File: config.mk
export PLATFORM = sky130hd
export DESIGN_NAME = convex_feed_arb
export DESIGN_NICKNAME = d
export VERILOG_FILES = /design/src/rtl/convex_feed_arb.sv
export SDC_FILE = /design/constraint.sdc
export NUM_CORES = 1
export LEC_CHECK = 0
export BUFFER_PORTS_ARGS = -buffer_cell sky130_fd_sc_hd__buf_2
export CORE_MARGIN = 1.5
export CORE_UTILIZATION = 35
export DETAILED_ROUTE_END_ITERATION = 12
export PLACE_DENSITY = 0.62
export SLEW_MARGIN = 20
export SYNTH_ARGS = -nofsm -noshare
export SYNTH_HDL_FRONTEND = slang
export SYNTH_SLANG_ARGS = --single-unit
export TNS_END_PERCENT = 1
File: constraint.sdc
create_clock -name CLK -period 4.1 [get_ports CLK]
set_input_delay 0.205 -clock CLK [delete_from_list [all_inputs] [get_ports CLK]]
set_output_delay 0.205 -clock CLK [all_outputs]
set_load 0.1 [all_outputs]
File: src/rtl/convex_feed_arb.sv
// Round-robin two-requester point feeder into a 4-deep FIFO,
// serialized as 5-bit nibbles to a convex-hull engine.
module convex_feed_arb (
  input  logic       CLK,
  input  logic       RST_N,
  input  logic       A_VALID,
  input  logic [9:0] A_X,
  input  logic [9:0] A_Y,
  output logic       A_READY,
  input  logic       B_VALID,
  input  logic [9:0] B_X,
  input  logic [9:0] B_Y,
  output logic       B_READY,
  input  logic       READ_PT,
  output logic [4:0] PT_XY,
  input  logic       DROP_V,
  output logic [2:0] FIFO_LVL,
  output logic [7:0] FED_CNT,
  output logic [7:0] DROP_CNT,
  output logic       UNDERRUN
);

  logic [19:0] r_mem [4];
  logic [1:0]  r_wp;
  logic [1:0]  r_rp;
  logic [2:0]  r_lvl;
  logic        r_last;
  logic [19:0] r_sr;
  logic [1:0]  r_nib;
  logic [4:0]  r_pt;
  logic [7:0]  r_fed;
  logic [7:0]  r_drop;
  logic        r_und;

  logic        w_full;
  logic        w_empty;
  logic        w_gnt_a;
  logic        w_gnt_b;
  logic        w_push;
  logic [19:0] w_din;
  logic        w_load;
  logic        w_pop;
  logic [19:0] w_head;
  logic [4:0]  w_nibble;

  assign w_full  = (r_lvl == 3'd4);
  assign w_empty = (r_lvl == 3'd0);

  // r_last names the previous winner; the other side wins a tie
  assign w_gnt_a = A_VALID & (~B_VALID | r_last);
  assign w_gnt_b = B_VALID & (~A_VALID | ~r_last);

  assign A_READY = RST_N & ~w_full & w_gnt_a;
  assign B_READY = RST_N & ~w_full & w_gnt_b;

  assign w_push = A_READY | B_READY;
  assign w_din  = A_READY ? {A_X, A_Y} : {B_X, B_Y};

  assign w_load = READ_PT & (r_nib == 2'd0);
  assign w_pop  = w_load & ~w_empty;
  assign w_head = r_mem[r_rp];

  always_comb begin
    w_nibble = 5'd0;
    unique case (r_nib)
      2'd1:    w_nibble = r_sr[14:10];
      2'd2:    w_nibble = r_sr[9:5];
      2'd3:    w_nibble = r_sr[4:0];
      default: w_nibble = 5'd0;
    endcase
  end

  always_ff @(posedge CLK) begin
    if (w_push) r_mem[r_wp] <= w_din;
  end

  always_ff @(posedge CLK or negedge RST_N) begin
    if (!RST_N) begin
      r_wp   <= 2'd0;
      r_rp   <= 2'd0;
      r_lvl  <= 3'd0;
      r_last <= 1'b1;
      r_sr   <= 20'd0;
      r_nib  <= 2'd0;
      r_pt   <= 5'd0;
      r_fed  <= 8'd0;
      r_drop <= 8'd0;
      r_und  <= 1'b0;
    end else begin
      if (w_push) begin
        r_wp   <= r_wp + 2'd1;
        r_last <= B_READY;
      end
      if (w_pop) r_rp <= r_rp + 2'd1;
      unique case ({w_push, w_pop})
        2'b10:   r_lvl <= r_lvl + 3'd1;
        2'b01:   r_lvl <= r_lvl - 3'd1;
        default: r_lvl <= r_lvl;
      endcase
      // an empty FIFO at load time feeds a (0,0) substitute point
      if (w_load) begin
        r_sr  <= w_empty ? 20'd0 : w_head;
        r_pt  <= w_empty ? 5'd0 : w_head[19:15];
        r_nib <= 2'd1;
        if (r_fed != 8'hFF) r_fed <= r_fed + 8'd1;
        if (w_empty) r_und <= 1'b1;
      end else if (READ_PT) begin
        r_pt  <= w_nibble;
        r_nib <= r_nib + 2'd1;
      end
      if (DROP_V && r_drop != 8'hFF) r_drop <= r_drop + 8'd1;
    end
  end

  assign PT_XY    = r_pt;
  assign FIFO_LVL = r_lvl;
  assign FED_CNT  = r_fed;
  assign DROP_CNT = r_drop;
  assign UNDERRUN = r_und;

endmodule

Word level (Yosys, flattened, before mapping) --
Memories as Yosys holds them, arrays and structs flattened. Cells that the tools add are included.
Operators by class: shift operators 0, mux-type cells 11, add/sub/neg operators 7, $lt $le $gt $ge 0, bitwise operators 15, divide/modulo/power cells 0, equal/unequal tests 8, $mul 0, reductions and logical operators 7
Operator list (number):
- two-way mux 20 bit | 1
- adder 8 x 1 -> 8 bit (second input constant) | 2
- != test 8 bit (second input constant) | 2
- two-way mux 15 bit | 1
- two-way mux 5 bit | 3
- case mux 5 bit (3 select lines) | 1
- bitwise AND 1 bit | 7
- adder 2 x 1 -> 2 bit (second input constant) | 3
- equality test 2 bit (second input constant) | 3
- case mux 3 bit (2 select lines) | 1
- NOT 1 bit | 5
- equality test 2 x 1 -> 1 bit (second input constant) | 2
- two-way mux 2 bit | 2
- AND reduction 2 bit | 2
- nonzero test 2 bit | 2
- adder 3 x 1 -> 3 bit (second input constant) | 1
- equality test 3 bit (second input constant) | 1
- zero test 3 bit | 1
- bitwise OR 1 bit | 3
- subtractor 3 x 1 -> 3 bit (second input constant) | 1
- zero test 2 bit | 1
- two-way mux 1 bit | 2
- logical AND 1 bit | 1
Word-level totals: ROM bits 0, memories kept 1, output and inout bits 27, logic and storage cells 59, bits of input ports 46, bits in latches 0, flip-flop bits (word level) 47, RAM bits 80
Memories:
- r_mem | words 4, width 20, rd ports 1, clocked after Yosys merged registers in 0, write ports 1, RTL line 23 | logic [19:0] r_mem [4];

Logic depth before layout (Yosys ltp) --
depth after elaboration 7, gate-level depth with buffers 10, mapped depth without buffers 9

Least setup slack after synthesis --
OpenSTA, ideal clock, no wires.
path type register to register, from register r_lvl[2], in the netlist FIFO_LVL[2], to register r_lvl[2], in the netlist FIFO_LVL[2], period minus slack after synthesis 2.779 ns, data required time 3.937 ns, setup time 0.163 ns, arrival 2.615 ns, setup slack 1.321 ns, path buffers 0, stages on the path, launching flop included 10, cell sequence dfrtp_1 > or3b_4 > o211a_1 > inv_1 > ha_1 > inv_1 > fa_1 > xor2_1 > nor2_1 > xor2_1
Between the ends: longest elaborated chain between the ends 7, elaborated cells on any way between the ends 15, those cells by class add/sub (2); eq/ne (3); mux (1); bitwise (7); reduce/logical (2)
Ends and longest elaborated chain:
- from (decl) | RTL line 26 | logic [2:0] r_lvl;
- from (signal assigned) | RTL line 96 | 2'b10: r_lvl <= r_lvl + 3'd1;
- from (signal assigned) | RTL line 97 | 2'b01: r_lvl <= r_lvl - 3'd1;
- from (signal assigned) | RTL line 98 | default: r_lvl <= r_lvl;
- equality test 3 bit | RTL line 46 | assign w_full = (r_lvl == 3'd4);
- NOT 1 bit | RTL line 53, 54
- bitwise AND 1 bit | RTL line 53, 54
- bitwise AND 1 bit, on equally long branches | RTL line 53, 54
- bitwise OR 1 bit | RTL line 56 | assign w_push = A_READY | B_READY;
- equality test 2 x 1 -> 1 bit or equality test 2 bit (tied branches) | RTL line 95 | unique case ({w_push, w_pop})
- case mux 3 bit (2 select lines) or nonzero test 2 bit (tied branches)
Several ways; a longest one is shown, not always the timed one. A chain may end at the register's enable or synchronous reset.

Worst setup path after layout --
from input port RST_N, to output port A_READY
Between the ends: longest elaborated chain between the ends 2
Ends and longest elaborated chain:
- from (decl) | RTL line 5 | input logic RST_N,
- bitwise AND 1 bit (2 in a row) | RTL line 53 | assign A_READY = RST_N & ~w_full & w_gnt_a;
- to (decl) | RTL line 9 | output logic A_READY,
Every way passes these cells.

==> qor.yml <==
yosys:
  ys.flop_type: "edfxtp_1"
  yosys_register_bits: 127
  synth_most_common_cell: "edfxtp_1"
  synth_cells: 321
  syn_nets: 380
  synth_area_mm2: 0.005474
  yosysSeqAreaShare_pct: 65.39
  synth_top_area_share_pct: 43.89
  yosysUniqueCellTypes: 41
  synth_top_area_cell: "edfxtp_1"
  synthTopCellsByArea: "edfxtp_1, dfrtp_1, mux4_2, mux2_4, ha_1"
  syn_area_per_cell_um2: 17.05
  ys_top_cells_by_count: "edfxtp_1, dfrtp_1, mux2_4, mux4_2, inv_1"
  yosys_warnings: 0
  synth-edff-count: 80
  async_flop_share_pct: 37.01
worst_setup_path:
  required_ns: 3.89
  cpMostUsedCell: "buf_2"
  cpMaxStageDelayCell: "o2111ai_4"
  critPathLaunchType: "input pin"
  critPathMaxFanout: 24
  arrival_ns: 2.44
  crit_chain: "dlygate4sd3_1 > buf_2 > o2111ai_4 > inv_1 > buf_2"
  slowest_delay_ns: 0.62
  worstSetupPathType: "input pin to output port"
  end_kind: "output port"
final_layout:
  fillerInstances: 1397
  multi_input_area_mm2: 0.001755
  finalNonFillerCells: 628
  antenna_cells: 0
  drive_gt1_share_pct: 38.61
  utilization_pct: 43.30
  fin_area_mm2: 0.006606
  register_area_mm2: 0.003580
  final_nets: 463
  area_growth_pct: 20.69
routing:
  drt_iter0_drc: 186
  dr_total_vias: 3063
  routedWlPerCell_um: 16.16
  first_pass_iters: 4
  ant_nets: 0
  drc: 0
  viasPerCell: 4.877
  wl_um: 10150
grt:
  grt_antenna_before_repair: 0
  busiest_layer: "met2"
  track_usage_pct: 13.48
  grt_pass1_wl_um: 16640
  use_met3_pct: 3.088
  grt_max_degree: 29
  met2_usage_pct: 22.58
  grtUsageMet1_pct: 16.76
  overflow: 0
  grt_pass1_vias: 3249
job:
  maxCapViolations: 0
power:
  p_total_mw: 5.266
  peakVddDrop_mv: 0.4027
  p_per_area_mw_per_mm2: 797.1
  p_leak_nw: 2.640
timing:
  rsz0062_at_grt: "no"
  finClkSkew_ns: 0.005855
  tns_ns: 0
  tightest_slew_ns: 1.014
  final_hold_viol_count: 0
  drv_slew: 0
  fin_crit_ns: 2.640
  timing.hold.ws_ns: 0.02202
  max_freq_mhz: 378.7
  fin_crit_sh_pct: 64.40
  finalSetupViolations: 0
  layout_setup_ws_ns: 1.460
  maxSlewHeadroom_pct: 32.37
clock_tree:
  post_cts_buffers: 0
  path_clk_slew_ns: 0.06
  cts_made_buffers: 17
  clk_latency_ns: 0.41
  numClockSinks: 127
  htree_levels: 4
  cts_buffer_depth: 2
  cts_root_buffer: "clkbuf_16"
  cts_tree: "yes"
placed_design:
  place_area_mm2: 0.006030
  pre_cts_slack_ns: 1.553
  gp_congestion: 0.7598
  placed_cells: 595
  io_buffers: 72
  dp_hpwl_um: 6561
run_status:
  status: "completed"
die:
  fp.dieH_um: 128.1
  rows: 45
  die_area_mm2: 0.01640
  boundaryPins: 73
  core_mm2: 0.01526
  start_util_pct: 35.88
  fp.dieW_um: 128.1
min_path:
  hold_class: "input pin to flip-flop"
## placed cells by master, fill, tap and decap left out, types with 3 or more instances in the layout
cell type,n
nand3_1,5
nor2_1,7
buf_2,72
mux2_4,20
xor2_1,3
nand2_1,14
edfxtp_1,80
and3_1,3
nand4_1,5
dfrtp_1,46
xnor2_1,9
mux4_2,20
o21ai_0,5
a21oi_1,3
and2_2,5
inv_1,16
clkbuf_16,17
o221ai_1,5
a31oi_1,4
clkinv_4,3
mux2_2,7
a22o_1,15
ha_1,12
inv_6,6
a222oi_1,5
## cell type report
class                           instances  share of cell area (%)
Sequential cell                       127                   54.19
Multi-Input combinational cell        167                   26.57
Clock buffer                           18                   6.496
Timing Repair Buffer                   75                   5.833
Tap cell                              211                   3.996
Clock inverter                         14                   2.008
Inverter                               16                  0.9091
## where the power goes
part           leakage (nW)  switching [mW]  total (mW)  internal [mW]
sequential             1.31           0.299        2.02           1.73
combinational          1.06            1.21        1.83          0.615
clock                 0.270           0.569        1.41          0.844
## worst max-delay path, delay by kind of cell
| family | cells | cell delay [ns] |
|---|---|---|
| buf+inv | 4 | 1.58 |
| compound gates | 1 | 0.62 |
## cell families after synthesis
| family | count (synthesis) | share of synthesized area, % |
|---|---|---|
| XOR/XNOR | 12 | 1.920 |
| multiplexers | 47 | 15.15 |
| flip-flops | 127 | 65.39 |
| adder cells (fa/ha/maj) | 13 | 3.109 |
| AND/OR/NAND/NOR | 48 | 4.572 |
| buffers and inverters | 27 | 2.629 |
| AO/OA/AOI/OAI | 47 | 7.223 |
## flip-flops by register name, summed over array words and instances, names as in the netlist
name and count:
PT_XY 5, FIFO_LVL 3, r_mem 80, r_sr 15
r_wp 2, DROP_CNT 8, r_last 1, UNDERRUN 1
FED_CNT 8, r_rp 2, r_nib 2
## timing repair
action | 4_1_cts | 5_1_grt
resized for setup | 0 | 0
hold buffers | 1 | 0
endpoints found under the hold margin | 18 | 0
## final timing paths
| kind | from | to | cells past startpoint | slack, ns |
|---|---|---|---|---|
| setup / recovery | RST_N | A_READY | 5 | 1.46 |
| hold / removal | A_VALID | r_last$_DFFE_PN1P_ | 2 | 0.02 |
| setup reg to reg | r_nib[0]$_DFFE_PN0P_ | FIFO_LVL[2]$_DFFE_PN0P_ | 9 | 1.56 |
| hold reg to reg | UNDERRUN$_DFFE_PN0P_ | UNDERRUN$_DFFE_PN0P_ | 1 | 0.46 |
| max in group asynchronous | RST_N | r_sr[1]$_DFFE_PN0P_ | 3 | 3.00 |
| min in group asynchronous | RST_N | r_wp[0]$_DFFE_PN0P_ | 2 | 0.33 |
## routing by layer
metal  wire length, um  up-vias
met5                 0        -
li1                  -     1427
met3               388       19
met2              5069       76
met4               206        0
met1              4482     1541
Note: power is estimated with default switching activity, not from simulation.
